File: config.mk
export PLATFORM = sky130hd
export DESIGN_NAME = ram_refresh_timer
export DESIGN_NICKNAME = d
export VERILOG_FILES = /design/src/rtl/ram_refresh_timer.sv
export SDC_FILE = /design/constraint.sdc
export NUM_CORES = 1
export LEC_CHECK = 0
export CORE_UTILIZATION = 40
export CTS_BUF_LIST = sky130_fd_sc_hd__clkbuf_8
export CTS_CLUSTER_SIZE = 8
export DETAILED_ROUTE_END_ITERATION = 7
export PLACE_DENSITY = 0.66
export SLEW_MARGIN = 20
export SYNTH_ARGS = -nofsm -noshare
export SYNTH_HDL_FRONTEND = slang
export SYNTH_SLANG_ARGS = --single-unit
File: constraint.sdc
create_clock -name CLK -period 4 [get_ports CLK]
set_input_delay 0.8 -clock CLK [delete_from_list [all_inputs] [get_ports CLK]]
set_output_delay 0.8 -clock CLK [all_outputs]
set_load 0.01 [all_outputs]
File: src/rtl/ram_refresh_timer.sv
// DRAM CAS-before-RAS refresh request timer: accrues refresh debt every REF_PERIOD clocks, retires it on RefAck edges.
// Optional power-up refresh burst enabled by defining REF_INIT_EN.
module ram_refresh_timer #(
    parameter int unsigned REF_PERIOD   = 250,
    parameter int unsigned URGENT_LEVEL = 2,
    parameter int unsigned MAX_OWED     = 7,
    parameter int unsigned INIT_REFS    = 8
) (
    input  logic       CLK,
    input  logic       Reset,
    input  logic       RefAck,
    output logic       RefReq,
    output logic       RefUrgent,
    output logic [3:0] Owed,
    output logic       RefOverrun,
    output logic       InitDone
);

    localparam logic [11:0] LAST_PRE = 12'(REF_PERIOD - 1);
    localparam logic [3:0]  MAX_Q    = 4'(MAX_OWED);
    localparam logic [3:0]  URGENT_Q = 4'(URGENT_LEVEL);
    localparam logic [3:0]  INIT_Q   = 4'(INIT_REFS);
`ifdef REF_INIT_EN
    localparam bit          INIT_EN  = 1'b1;
`else
    localparam bit          INIT_EN  = 1'b0;
`endif
    localparam logic [3:0]  RESET_OWED = INIT_EN ? INIT_Q : 4'd0;

    typedef enum logic [1:0] {IDLE, PEND, URGENT, SAT} debtState_t;

    debtState_t  debtState;
    logic [11:0] prescale;
    logic        ackQ;
    logic        tick;
    logic        done;
    logic [3:0]  owedNext;
    logic        overrunSet;

    assign tick = (prescale == LAST_PRE);
    assign done = RefAck & ~ackQ;

    always_ff @(posedge CLK or posedge Reset) begin
        if (Reset) begin
            prescale <= '0;
            ackQ     <= 1'b0;
        end else begin
            prescale <= tick ? '0 : prescale + 12'd1;
            ackQ     <= RefAck;
        end
    end

    // A tick and an ack edge in the same cycle cancel, leaving debt untouched.
    always_comb begin
        owedNext   = Owed;
        overrunSet = 1'b0;
        case ({tick, done})
            2'b10: begin
                if (Owed < MAX_Q) owedNext = Owed + 4'd1;
                else              overrunSet = InitDone;
            end
            2'b01: begin
                if (Owed != '0) owedNext = Owed - 4'd1;
            end
            default: ;
        endcase
    end

    always_ff @(posedge CLK or posedge Reset) begin
        if (Reset) begin
            Owed       <= RESET_OWED;
            RefOverrun <= 1'b0;
        end else begin
            Owed <= owedNext;
            if (overrunSet) RefOverrun <= 1'b1;
        end
    end

`ifdef REF_INIT_EN
    logic [3:0] initCnt;

    always_ff @(posedge CLK or posedge Reset) begin
        if (Reset) begin
            initCnt  <= '0;
            InitDone <= 1'b0;
        end else if (initCnt >= INIT_Q) begin
            InitDone <= 1'b1;
        end else if (done) begin
            initCnt <= initCnt + 4'd1;
            if (initCnt + 4'd1 == INIT_Q) InitDone <= 1'b1;
        end
    end
`else
    assign InitDone = 1'b1;
`endif

    always_comb begin
        if (Owed >= MAX_Q)         debtState = SAT;
        else if (Owed >= URGENT_Q) debtState = URGENT;
        else if (Owed != '0)       debtState = PEND;
        else                       debtState = IDLE;
    end

    assign RefReq    = (debtState != IDLE);
    assign RefUrgent = (debtState == URGENT) | (debtState == SAT) | ~InitDone;

endmodule
* Yosys cells after proc, flatten, opt, wreduce, memory -nomap -nowiden
Cells that the tools add are included.
** Operators by class
- $add $sub $neg :: 3
- Order comparisons :: 3
- Eq/ne operators :: 7
- Multiplexer cells :: 9
- Bitwise gates (word level) :: 3
- Reductions and logical operators :: 4
** Operators with widths (number)
- $add A12 B1 Y12 const B :: 1
- $eq A12 B8 Y1 const B :: 1
- $mux W12 :: 1
- $mux W4 :: 2
- $pmux W4 S2 :: 1
- $eq A2 B2 Y1 const B :: 3
- $add A4 B1 Y4 const B :: 1
- $ge A4 B2 Y1 const B :: 1
- $ge A4 B3 Y1 const B :: 1
- $lt A4 B3 Y1 const B :: 1
- $mux W2 :: 2
- $ne A2 B2 Y1 const B :: 2
- $reduce_bool A2 Y1 :: 2
- $reduce_bool A4 Y1 :: 1
- $sub A4 B1 Y4 const B :: 1
- $mux W1 :: 3
- $reduce_and A3 Y1 :: 1
- $eq A2 B1 Y1 const B :: 1
- $and A1 B1 Y1 :: 1
- $not A1 Y1 :: 1
- $or A1 B1 Y1 :: 1
** Storage, ports and cells
- Register bits :: 18
- Bits of input ports :: 3
- Output and inout bits :: 8
- Word-level logic and storage cells :: 33

* Longest topological paths before layout
Gate-level depths: netlist of the first run.
- Word-level depth :: 6
- Mapped depth :: 11
- Mapped depth without buffers :: 10

* Least setup slack after synthesis of the first run
Ideal clock, no wire load.
- Kind :: register to register
- Start :: reg prescale[1]
- End :: reg Owed[2]
- Library setup time :: 0.079 ns
- Arrival :: 2.656 ns
- Required time :: 3.921 ns
- Path slack :: 1.264 ns
- Stages on the path, launching flop included :: 12
- Buffers on the path :: 1
- Period minus slack after synthesis :: 2.736 ns
- Cell sequence :: dfrtp_1 > inv_1 > ha_1 > or4b_4 > nor4_4 > buf_2 > nor2_1 > xor2_1 > ha_1 > or4_1 > mux2i_1 > xor2_1
** On the way
- Word-level cells in the longest chain between the ends :: 4
- Elaborated cells on any way between the ends :: 8
- Those cells by class :: 5 x eq/ne; 1 x mux; 2 x reduce/logical
** Ends and longest elaborated chain
- start, declared :: RTL line 33 : logic [11:0] prescale;
- start signal, assigned :: RTL line 48 : prescale <= tick ? '0 : prescale + 12'd1;
- $eq A12 B8 Y1 (*) :: RTL line 40 : assign tick = (prescale == LAST_PRE);
- $eq A2 B1 Y1 or $eq A2 B2 Y1 (tied branches) :: RTL line 57 : case ({tick, done})
- $ne A2 B2 Y1 (no line) or $reduce_bool A2 Y1 (tied branches)
- $reduce_and A3 Y1 (no line)
- end signal, assigned :: RTL line 74 : Owed <= owedNext;
- end, declared :: RTL line 14 : output logic [3:0] Owed,
Every way passes the cells marked *; elsewhere a longest branch is shown, timed or not.
A chain may end at the register's enable or synchronous reset.

* Worst setup path in the final report of the first run
Ends and elaborated chain as after synthesis.

==> impl.org, run 1 <==
** Clocking
- CTS tree :: built
- The tree is rooted in a sky130_fd_sc_hd__clkbuf_8.
- Clock-pin slew was measured on the worst setup and hold paths at 0.06 ns.
- The number of gates resized after CTS was 0.
- Cts bufs inserted :: 3
- In this run, post-CTS hold repair placed 0 buffers.
- Buffer levels on the longest clock path :: 2
- For the worst-skew pair, the clock arrives at the later sink with an insertion delay of 0.25 ns.
- Sink Count :: 18
- Post-CTS setup buffers :: 0
- H-Tree Level Count :: 1

** Layout
- Non-Filler Cell Area, Final :: 1040 µm²
- Final std cells w/o fill :: 120
- Sequential cell area :: 450 µm²
- Nets :: 101
- The repair_antennas step left the layout with diodes totalling 0.
- Leaving out fill and tap cells, the most frequent cells in the layout are 18 x sky130_fd_sc_hd__dfrtp_1, 9 x sky130_fd_sc_hd__clkdlybuf4s50_1, 8 x sky130_fd_sc_hd__nor2_1.
- In the final layout, the share of cells above drive strength 1 is 0.0645.
- Relative area change from synthesis to final layout :: 18.2%
- Leaving out fill and tap cells, the most frequent cell in the layout is sky130_fd_sc_hd__dfrtp_1.
- After filler insertion, the fill cell instance count of the layout stands at 191.
- Summing all multi-input logic gate instances after layout gives 408 µm².

** Job
- Max Cap Viol :: 0

** Timing
- Unrepaired setup endpoints after global routing :: false
- In the final timing run, aggregate negative setup slack is 0 ns.
- For the pin with the worst max-slew slack, the measured transition is 0.655 ns.
- Of the available clock period, the critical path in the final layout requires 0.690.
- Achievable Freq :: 362 MHz
- Worst-case headroom to the max-slew limit :: 0.563
- Setup violations remaining at the end of the flow were counted as 0.
- Layout Skew :: 0.00211 ns
- The number of failing hold endpoints at the final stage was 0.
- Across all hold checks on the routed design, the worst slack comes to 0.475 ns.
- The number of max-slew violations in the final report came to 0.
- Post-layout worst setup margin :: 1.24 ns
- Minimum clock period after layout :: 2.76 ns

** Floorplan
- Effective utilization at floorplan :: 0.434
- Area of the die :: 2390 µm²
- In this run the count of I/O pins placed on the die edge is 11.
- Std cell rows :: 16
- Measured along the x axis, the die boundary spans 48.9 µm.
- Core Box Area :: 2020 µm²
- Vert. Die Dim :: 48.9 µm

** Placement
- Worst Setup Slack post-DPL :: 1.23 ns
- Placement-stage cell area :: 997 µm²
- At the end of routability-driven placement, the weighted congestion stood at 0.789.
- Half-perimeter wire length after detailed placement :: 1110 µm
- Number of buffers added on ports :: 9
- Number of cells after detailed placement :: 117

** Critical path
- WP data arrival :: 2.94 ns
- The worst register-to-register path has a setup slack of 1.24 ns.
- Worst setup path category :: reg -> reg
- Critical path startpoint category :: register
- CP max FO :: 12
- Count of cells along the worst register-to-register path :: 11
- At the worst endpoint, the required time is 4.18 ns.
- Worst setup EP type :: register

** Routing
- DRT iter0 DRCs :: 2
- Dividing the detail-routed wire length by the instance count gives 12.4 µm.
- Pre-Repair DR Iteration Count :: 3
- Post-DR vias/cell :: 4.92
- Count of unresolved DRC violations after routing :: 0
- Final ANT Viol Nets :: 0
- The routed layout has 590 vias.
- Routed wire length :: 1490 µm

** Min path
- Depth of the worst hold-timing path :: 1
- The min-delay analysis places its worst path in the category reg -> reg.

** Logic synthesis
- Post-synth top flop :: sky130_fd_sc_hd__dfrtp_1
- The cell area that synthesis handed to floorplanning was 878 µm².
- Sequential-to-total area share from yosys stat :: 0.513
- Counting every instance in the synthesized netlist gives 82.
- Each instance of the synthesized netlist takes up on average 10.7 µm².
- Yosys warning total :: 0
- Counting flops and latches in the post-synthesis netlist gives 18.
- EDFF count, synth :: 0
- Syn Nets :: 88
- Share of flip-flops with an asynchronous set or reset after synthesis :: 1.00
- Distinct cell type count after synthesis :: 26

** Status
- The flow ran to the end, and the final reports show no timing, DRC or antenna violations.

** Global routing
- Wire length of the first global-routing pass :: 2690 µm
- Congestion Overflow GR :: 0
- In the global route stage, overall resource usage came out at 0.149.
- The number of antenna violations at the first check in global routing was 0.
- Vias in the first global route :: 587
- Pin count of the biggest net entering global routing :: 19

** Power
- Largest voltage drop on the vdd net :: 0.000394 V
- In this run the power density over the cells is 459 nW/µm².
- The analysis attributes to cell leakage a power of 0.443 nW.
## cell families (layout without fill, tap and decap cells)
| family | count (synthesis) | after routing | synth area share |
|---|---|---|---|
| other cells | 1 | 1 | 0.00427 |
| buf+inv | 4 | 15 | 0.0228 |
| fa+ha+maj | 3 | 3 | 0.0427 |
| flops | 18 | 18 | 0.513 |
| simple gates | 35 | 35 | 0.225 |
| compound gates | 7 | 7 | 0.0470 |
| mux | 3 | 3 | 0.0356 |
| xor+xnor | 11 | 11 | 0.110 |
## worst paths after layout
| check | start | to |
|---|---|---|
| worst max-delay path | prescale[1] | Owed[2] |
| worst min-delay path | prescale[11] | prescale[11] |
| worst max register to register | prescale[1] | Owed[2] |
| worst min register to register | prescale[11] | prescale[11] |
| max in group asynchronous | Reset | Owed[1] |
| min in group asynchronous | Reset | Owed[2] |
## stage by stage
step | util | power (mW)
floorplan | - | 0.290
finish | 0.514 | 0.476
CTS | 0.514 | 0.486
global placement | 0.493 | 0.355
global route | 0.514 | 0.510
detailed placement | 0.493 | 0.358
## registers in the layout, summed over array words and instances, names as in the netlist
signal,flops
prescale,12
ackQ,1
RefOverrun,1
Owed,4
## where the power goes
part | total [mW] | leakage [nW] | switching [mW] | internal, mW
clock network | 0.123 | 0.0216 | 0.0563 | 0.0668
logic | 0.123 | 0.193 | 0.0504 | 0.0724
registers | 0.230 | 0.228 | 0.0316 | 0.199
## cells in the mapped netlist, drive strengths merged (2+ instances only)
cell type,instances,area (µm²)
nand2b,3,18.8
nor3,3,15.0
mux2i,2,20.0
buf,2,12.5
inv,2,7.51
xnor2,4,35.0
ha,3,37.5
xor2,7,61.3
dfrtp,18,450
a21oi,2,10.0
or4,2,15.0
nand3,6,30.0
o21ai,2,10.0
nor2,8,30.0
or3,3,18.8
nand2,6,22.5
nor4,2,27.5
## per-layer routing
layer	wire, µm	track usage	up-vias
li1	-	-	303
met1	754	0.204	280
met2	680	0.227	5
met3	33	0.0374	2
met4	19	0.0588	0
met5	0	0	-
## critical path, stage by stage, from the launching register on
cell	delay, ns
sky130_fd_sc_hd__dfrtp_1	0.41
sky130_fd_sc_hd__inv_1	0.07
sky130_fd_sc_hd__ha_1	0.13
sky130_fd_sc_hd__or4b_4	0.47
sky130_fd_sc_hd__nor4_4	0.13
sky130_fd_sc_hd__buf_4	0.23
sky130_fd_sc_hd__nor2_1	0.09
sky130_fd_sc_hd__xor2_1	0.15
sky130_fd_sc_hd__ha_1	0.19
sky130_fd_sc_hd__or4_1	0.51
sky130_fd_sc_hd__mux2i_1	0.16
sky130_fd_sc_hd__xor2_1	0.15
## final cells by class
type,count,area share
Sequential cell,18,0.434
Multi-Input combinational cell,60,0.393
Timing Repair Buffer,10,0.0940
Clock buffer,3,0.0398
Tap cell,27,0.0325
Inverter,2,0.00723
Note: power is estimated with default switching activity, not from simulation.
==> run 2, diff against run 1 <==
clock period = 2.66 ns   (was 4 ns; I/O delays follow)
==> impl.org, run 2 (same netlist as run 1, synthesis figures left out) <==
** Status
- Run status :: finished clean (unchanged)

** Layout
- The number of nets in the final layout was 101 (unchanged).
- Biggest registers after layout: prescale (12), Owed (4) (unchanged).
- Register name with the most flops :: prescale (unchanged)
- Relative area change from synthesis to final layout :: 20.9% (was 18.2%)
- Ant. Diodes :: 0 (unchanged)
- Util after Layout :: 0.525 (was 0.514)
- Most common cell after layout, fill and taps aside :: sky130_fd_sc_hd__dfrtp_1 (unchanged)
- Commonest cells after routing, fill and taps aside: 18 x sky130_fd_sc_hd__dfrtp_1, 9 x sky130_fd_sc_hd__clkdlybuf4s50_1, 7 x sky130_fd_sc_hd__xor2_1, 7 x sky130_fd_sc_hd__nor2_1 (was 18 x sky130_fd_sc_hd__dfrtp_1, 9 x sky130_fd_sc_hd__clkdlybuf4s50_1, 8 x sky130_fd_sc_hd__nor2_1).
- The flip-flop count of the largest register, all copies and words added came to 12 (unchanged).
- The share of cells above drive strength 1 came to 0.0957 (was 0.0645).

** Routing
- DRT iter0 DRCs :: 13 (was 2)
- The total detailed-routing wirelength was 1460 µm (was 1490 µm).
- Via count :: 620 (was 590)
- The iteration count of the initial detailed-routing pass came to 4 (was 3).
- The count of antenna-violating nets left after detailed routing was 0 (unchanged).
- Final routed wire length divided by cell count :: 12.1 µm (was 12.4 µm)
- Count of unresolved DRC violations after routing :: 0 (unchanged)
- Post-DR vias/cell :: 5.12 (was 4.92)

** Placement
- The number of buffers inserted by port buffering was 9 (unchanged).
- Worst Setup Slack post-DPL :: 0.0899 ns (was 1.23 ns)
- The weighted congestion at the end of routability-driven global placement is 0.744 (was 0.789).

** Timing
- The setup clock skew after layout came to 0.00218 ns (was 0.00211 ns).
- Share of the clock period used by the worst path after layout :: 0.922 (was 0.690)
- The final worst setup slack was 0.209 ns (was 1.24 ns).
- Unrepaired setup endpoints after global routing: false (unchanged).
- Actual transition at the worst max-transition pin :: 0.675 ns (was 0.655 ns)
- The number of max-slew violations in the final report came to 0 (unchanged).
- The fmax came to 408 MHz (was 362 MHz).
- The post-route minimum period is 2.45 ns (was 2.76 ns).
- The number of failing hold endpoints at the final stage came to 0 (unchanged).
- The total setup violations reported at the end of the flow came to 0 (unchanged).
- The headroom to the max-slew limit came to 0.549 (was 0.563).

** Power
- Post-layout total power :: 753 µW (was 476 µW)
- Leakage :: 0.448 nW (was 0.443 nW)
- Largest voltage drop on the vdd net :: 0.000476 V (was 0.000394 V)
- P per Cell Area :: 709 nW/µm² (was 459 nW/µm²)

** Clocking
- Worst-path clk slew :: 0.07 ns (was 0.06 ns)
- Sink Count :: 18 (unchanged)
- Count of hold-fix buffers inserted at cts :: 0 (unchanged)
- The largest buffer count on any clock path is 2 (unchanged).
- Cts bufs inserted :: 3 (unchanged)
- H-Tree Level Count :: 1 (unchanged)
- The clock tree from TritonCTS was built (unchanged).
- The post-cts gate resize count came to 0 (unchanged).
- Post-CTS setup buffers :: 0 (unchanged)
- The root buffer cell was sky130_fd_sc_hd__clkbuf_8 (unchanged).
- Clock Latency Late Sink :: 0.26 ns (was 0.25 ns)

** Floorplan
- The area of the die came to 2390 µm² (unchanged).
- The boundary pin count came to 11 (unchanged).
- Core Box Area :: 2020 µm² (unchanged)
- The site row count is 16 (unchanged).
- The die span in y came to 48.9 µm (unchanged).
- Effective utilization at floorplan :: 0.434 (unchanged)
- The horizontal die dimension came to 48.9 µm (unchanged).

** Global routing
- The overall track demand over capacity in global routing is 0.150 (was 0.149).
- Wire length of the first global-routing pass :: 2600 µm (was 2690 µm)
- The number of global-route vias before repair came to 588 (was 587).
- The total congestion overflow is 0 (unchanged).
- Pin count of the biggest net entering global routing :: 19 (unchanged)
- The number of antenna violations at the first check in global routing came to 0 (unchanged).

** Critical path
- Buffers and inverters on the worst path :: 1 (was 2)
- Standard cell with the maximum stage delay on the critical path :: sky130_fd_sc_hd__or4b_4 (was sky130_fd_sc_hd__or4_1)
- Cell-by-cell listing of the critical path: inv_1 > ha_1 > or4b_4 > nor4_4 > nor2_4 > xor2_1 > ha_2 > or4_1 > mux2i_1 > xor2_1 (was inv_1 > ha_1 > or4b_4 > nor4_4 > buf_4 > nor2_1 > xor2_1 > ha_1 > or4_1 > mux2i_1 > xor2_1).
- CP Data Required Time :: 2.84 ns (was 4.18 ns)
- The data arrival time of the critical path is 2.64 ns (was 2.94 ns).
- The delay of the slowest cell on the worst path was 0.47 ns (was 0.51 ns).
- The kind of critical path is reg -> reg (unchanged).
- Cell occurring most often along the worst timing path :: sky130_fd_sc_hd__xor2_1
- Cell family with most CP delay :: simple AND/OR/NAND/NOR gates (unchanged)
- CP max FO :: 4 (was 12)
- Worst setup EP type :: register (unchanged)
- The startpoint class of the critical path was a register (unchanged).
- The setup slack of the most critical reg-to-reg path was 0.21 ns (was 1.24 ns).

** Min path
- Worst min path class :: reg -> reg (unchanged)

** Job
- The number of max-cap violations came to 0 (unchanged).
-- run 2: cell types whose count changed in the layout (fill, tap and decap cells not counted) --
cell / delta
sky130_fd_sc_hd__clkbuf_8: +1
sky130_fd_sc_hd__ha_1: -1
sky130_fd_sc_hd__ha_2: +1
sky130_fd_sc_hd__nor2_1: -1
sky130_fd_sc_hd__nor2_4: +1
-- run 2: layout make-up --
cell class / instances / area, µm²
flip-flops and latches: 18 / 450
repair buffers: 10 / 97.6
fillers: 190 / 960
well taps: 27 / 33.8
inverters: 2 / 7.51
clock buffers: 4 / 55.1
multi-input cells: 60 / 418
-- run 2: layer usage --
| metal | global-route usage | vias up | part of all wire |
|---|---|---|---|
| met3 | 0.0187 | 5 | 0.024 |
| li1 | - | 306 | - |
| met5 | 0 | - | 0 |
| met2 | 0.229 | 10 | 0.45 |
| met4 | 0.132 | 0 | 0.043 |
| met1 | 0.187 | 299 | 0.48 |
-- run 2: where the power goes --
group / internal [mW] / total [mW] / leakage (nW) / switching [mW]
clock: 0.132 / 0.225 / 0.0288 / 0.0937
combinational: 0.110 / 0.186 / 0.191 / 0.0753
sequential: 0.299 / 0.342 / 0.228 / 0.0433
total: 0.541 / 0.753 / 0.448 / 0.212
-- run 2: final timing paths --
| path | start | endpoint | depth (start not counted) |
|---|---|---|---|
| worst max register to register | prescale[1] | Owed[2] | 10 |
| max in group asynchronous | Reset | prescale[10] | 2 |
| worst min register to register | RefOverrun | RefOverrun | 1 |
| worst max-delay path | prescale[1] | Owed[2] | 10 |
| worst min-delay path | RefOverrun | RefOverrun | 1 |
| min in group asynchronous | Reset | Owed[0] | 2 |
-- run 2: worst register-to-register path: stages, from the launching register on --
cell                      delay, ns
sky130_fd_sc_hd__dfrtp_1       0.41
sky130_fd_sc_hd__inv_1         0.07
sky130_fd_sc_hd__ha_1          0.13
sky130_fd_sc_hd__or4b_4        0.47
sky130_fd_sc_hd__nor4_4        0.22
sky130_fd_sc_hd__nor2_4        0.05
sky130_fd_sc_hd__xor2_1        0.14
sky130_fd_sc_hd__ha_2          0.18
sky130_fd_sc_hd__or4_1         0.39
sky130_fd_sc_hd__mux2i_1       0.16
sky130_fd_sc_hd__xor2_1        0.15
-- run 2: through the flow --
stage	setup TNS (ns)	instance area, µm²	hold WS, ns	cells
after floorplan	-0.0122	891	0.448	82
after global placement	0	1010	0.462	117
after detailed placement	0	1010	0.467	117
after CTS	0	1060	0.482	121
after global routing	0	1060	0.503	121
final	0	1060	0.472	121
==> run 3, diff against run 2 <==
CTS_CLUSTER_DIAMETER = 200   (was default)
REMOVE_ABC_BUFFERS = 1   (was default)
==> impl.org, run 3 (same netlist as run 1, synthesis figures left out) <==
** Status
- Run status :: finished clean (unchanged)

** Critical path
- CP Data Required Time :: 2.84 ns (about the same)
- The biggest fanout along the worst timing path is 2 (was 4).
- Critical path startpoint category :: register (unchanged)
- Worst setup path category :: reg -> reg (unchanged)
- The endpoint kind of the worst setup timing path was a register (unchanged).
- The data arrival time of the critical path was 2.76 ns (was 2.64 ns).

** Global routing
- The global-route wire length before repair came to 2770 µm (was 2600 µm).
- Congestion Overflow GR :: 0 (unchanged)
- The number of global-route vias before repair was 660 (was 588).
- The number of antenna violations at the first check in global routing is 0 (unchanged).
- The overall track demand over capacity in global routing came to 0.153 (was 0.150).
- The maximum number of pins on one net before global-route repair is 19 (unchanged).

** Job
- The number of max-cap violations is 0 (unchanged).

** Routing
- The count of antenna-violating nets left after detailed routing was 0 (unchanged).
- The routed wire length on met2 is 742 µm (was 660 µm).
- Routed wire length :: 1540 µm (was 1460 µm)
- The highest layer used for signal routing is met4 (unchanged).
- Length of routed wiring on met1 :: 739 µm (was 704 µm)
- The via count normalized by instance count is 5.13 (was 5.12).
- Via count :: 641 (was 620)
- The final routed DRC violation total is 0 (unchanged).
- DRT iter0 DRCs :: 15 (was 13)
- The average routed wire per standard cell is 12.4 µm (was 12.1 µm).
- The iteration count of the initial detailed-routing pass came to 4 (unchanged).
- Met3 WL post-DR :: 55 µm (was 35 µm)

** Floorplan
- Core Box Area :: 2020 µm² (unchanged)
- Area of the die :: 2390 µm² (unchanged)
- The die span in y came to 48.9 µm (unchanged).
- The horizontal die dimension came to 48.9 µm (unchanged).
- The boundary pin count came to 11 (unchanged).
- The site row count was 16 (unchanged).
- The starting utilization of the core area came to 0.434 (unchanged).

** Timing
- Worst-case headroom to the max-slew limit :: 0.550 (was 0.549)
- The fmax is 387 MHz (was 408 MHz).
- The transition time at the pin with the least slew margin came to 0.674 ns (was 0.675 ns).
- Setup violations, final :: 0 (unchanged)
- Layout Skew :: 0.00212 ns (was 0.00218 ns)
- The number of max-slew violations in the final report is 0 (unchanged).
- Unrepaired setup endpoints after global routing: true (was false).
- Share of the clock period used by the worst path after layout :: 0.972 (was 0.922)
- Count of final hold-check violations :: 0 (unchanged)
- The final worst setup slack came to 0.0738 ns (was 0.209 ns).
- The post-route minimum period is 2.59 ns (was 2.45 ns).

** Placement
- The worst slack after detailed placement came to 0.0575 ns (was 0.0899 ns).
- Half-perimeter wire length after detailed placement :: 1080 µm
- Number of buffers added on ports :: 9 (unchanged)
- Placer's final routability congestion estimate :: 0.790 (was 0.744)

** Layout
- The flip-flop count of the largest register, all copies and words added was 12 (unchanged).
- The most frequent standard cell in the layout excluding fill and tap cells was sky130_fd_sc_hd__dfrtp_1 (unchanged).
- The register ranked first by flip-flop count is prescale (unchanged).
- Fill cell count :: 183 (was 190)
- Relative area change from synthesis to final layout :: 23.8% (was 20.9%)
- The number of diodes was 0 (unchanged).
- The share of cells above drive strength 1 is 0.133 (was 0.0957).
- Commonest cells after routing, fill and taps aside :: 18 x sky130_fd_sc_hd__dfrtp_1, 9 x sky130_fd_sc_hd__clkdlybuf4s50_1, 7 x sky130_fd_sc_hd__xor2_1, 7 x sky130_fd_sc_hd__nor2_1 (unchanged)
- The core occupancy in the finished layout is 0.538 (was 0.525).
- Biggest registers after layout :: prescale (12), Owed (4) (unchanged)
- The number of nets in the final layout was 105 (was 101).

** Power
- Flop pwr share :: 0.464 (was 0.454)
- Power share of the clock group :: 0.288 (was 0.299)
- The total power came to 751 µW (was 753 µW).
- Largest voltage drop on the vdd net :: 0.000562 V (was 0.000476 V)
- The net switching power came to 211 µW (was 212 µW).
- Proportion of total power due to net switching :: 0.281 (was 0.282)
- The combinational share of power came to 0.248 (was 0.247).
- Leakage :: 0.467 nW (was 0.448 nW)
- Power Internal :: 540 µW (was 541 µW)
- P per Cell Area :: 691 nW/µm² (was 709 nW/µm²)

** Clocking
- H-Tree Level Count :: 1 (unchanged)
- The clock-pin slew of the registers on the worst-case setup and hold paths came to 0.07 ns (about the same).
- Count of hold-fix buffers inserted at cts :: 0 (unchanged)
- The clock buffer count from CTS was 3 (unchanged).
- The root buffer cell is sky130_fd_sc_hd__clkbuf_8 (unchanged).
- CTS tree :: built (unchanged)
- The largest buffer count on any clock path is 2 (unchanged).
- The number of sinks driven by the clock tree came to 18 (unchanged).
- Clock Latency Late Sink :: 0.25 ns (was 0.26 ns)

** Min path
- Worst min path class :: reg -> reg (unchanged)
## run 3: layout make-up
type / count / area, µm² / share of cell area
sequential: 18 / 450 / 0.414
multi-input combinational: 60 / 413 / 0.380
timing repair buffer: 14 / 128 / 0.117
clock buffer: 4 / 55.1 / 0.0506
tap: 27 / 33.8 / 0.0311
inverter: 2 / 7.51 / 0.00690
## run 3: metal layers
metal	vias to the layer above	track usage
li1	316	-
met1	312	0.196
met2	11	0.255
met3	2	0.0280
met4	0	0.0588
met5	-	0
## run 3: power groups by stage
stage	clock network, mW	registers, mW	logic [mW]
after floorplan	0	0.351	0.0834
after global placement	0	0.349	0.184
after detailed placement	0	0.351	0.183
after CTS	0.226	0.347	0.184
after global routing	0.239	0.352	0.203
final	0.217	0.348	0.186
## run 3: timing repair
action                                  4_1_cts  5_1_grt
buffers inserted                              0        0
endpoints found under the setup margin        0        1
gates resized for setup                       0        2
hold endpoints to repair                      0        0
## run 3: path summary, 6_finish.rpt
path | from | to | slack [ns] | cells past startpoint
worst min register to register | prescale[11] | prescale[11] | 0.48 | 1
min in group asynchronous | Reset | Owed[1] | 0.68 | 2
max in group asynchronous | Reset | prescale[9] | 1.55 | 2
worst max register to register | prescale[1] | Owed[2] | 0.07 | 10
worst max-delay path | prescale[1] | Owed[2] | 0.07 | 10
worst min-delay path | prescale[11] | prescale[11] | 0.48 | 1
## run 3: worst max-delay path, cell delays in order (launching register included)
cell and delay (ns):
sky130_fd_sc_hd__dfrtp_1 0.38, sky130_fd_sc_hd__inv_1 0.06, sky130_fd_sc_hd__ha_1 0.14, sky130_fd_sc_hd__or4b_4 0.47, sky130_fd_sc_hd__nor4_4 0.20, sky130_fd_sc_hd__nor2_2 0.09, sky130_fd_sc_hd__xor2_1 0.15, sky130_fd_sc_hd__ha_2 0.18
sky130_fd_sc_hd__or4_1 0.51, sky130_fd_sc_hd__mux2i_1 0.17, sky130_fd_sc_hd__xor2_1 0.15
## run 3: stage by stage
step	setup TNS [ns]	std cells	hold slack (ns)	area, µm²
finish	0	125	0.484	1090
global route	-0.0532	125	0.500	1090
floorplan	-0.127	80	0.448	866
global placement	0	121	0.463	1030
CTS	0	125	0.484	1080
detailed placement	0	121	0.470	1030
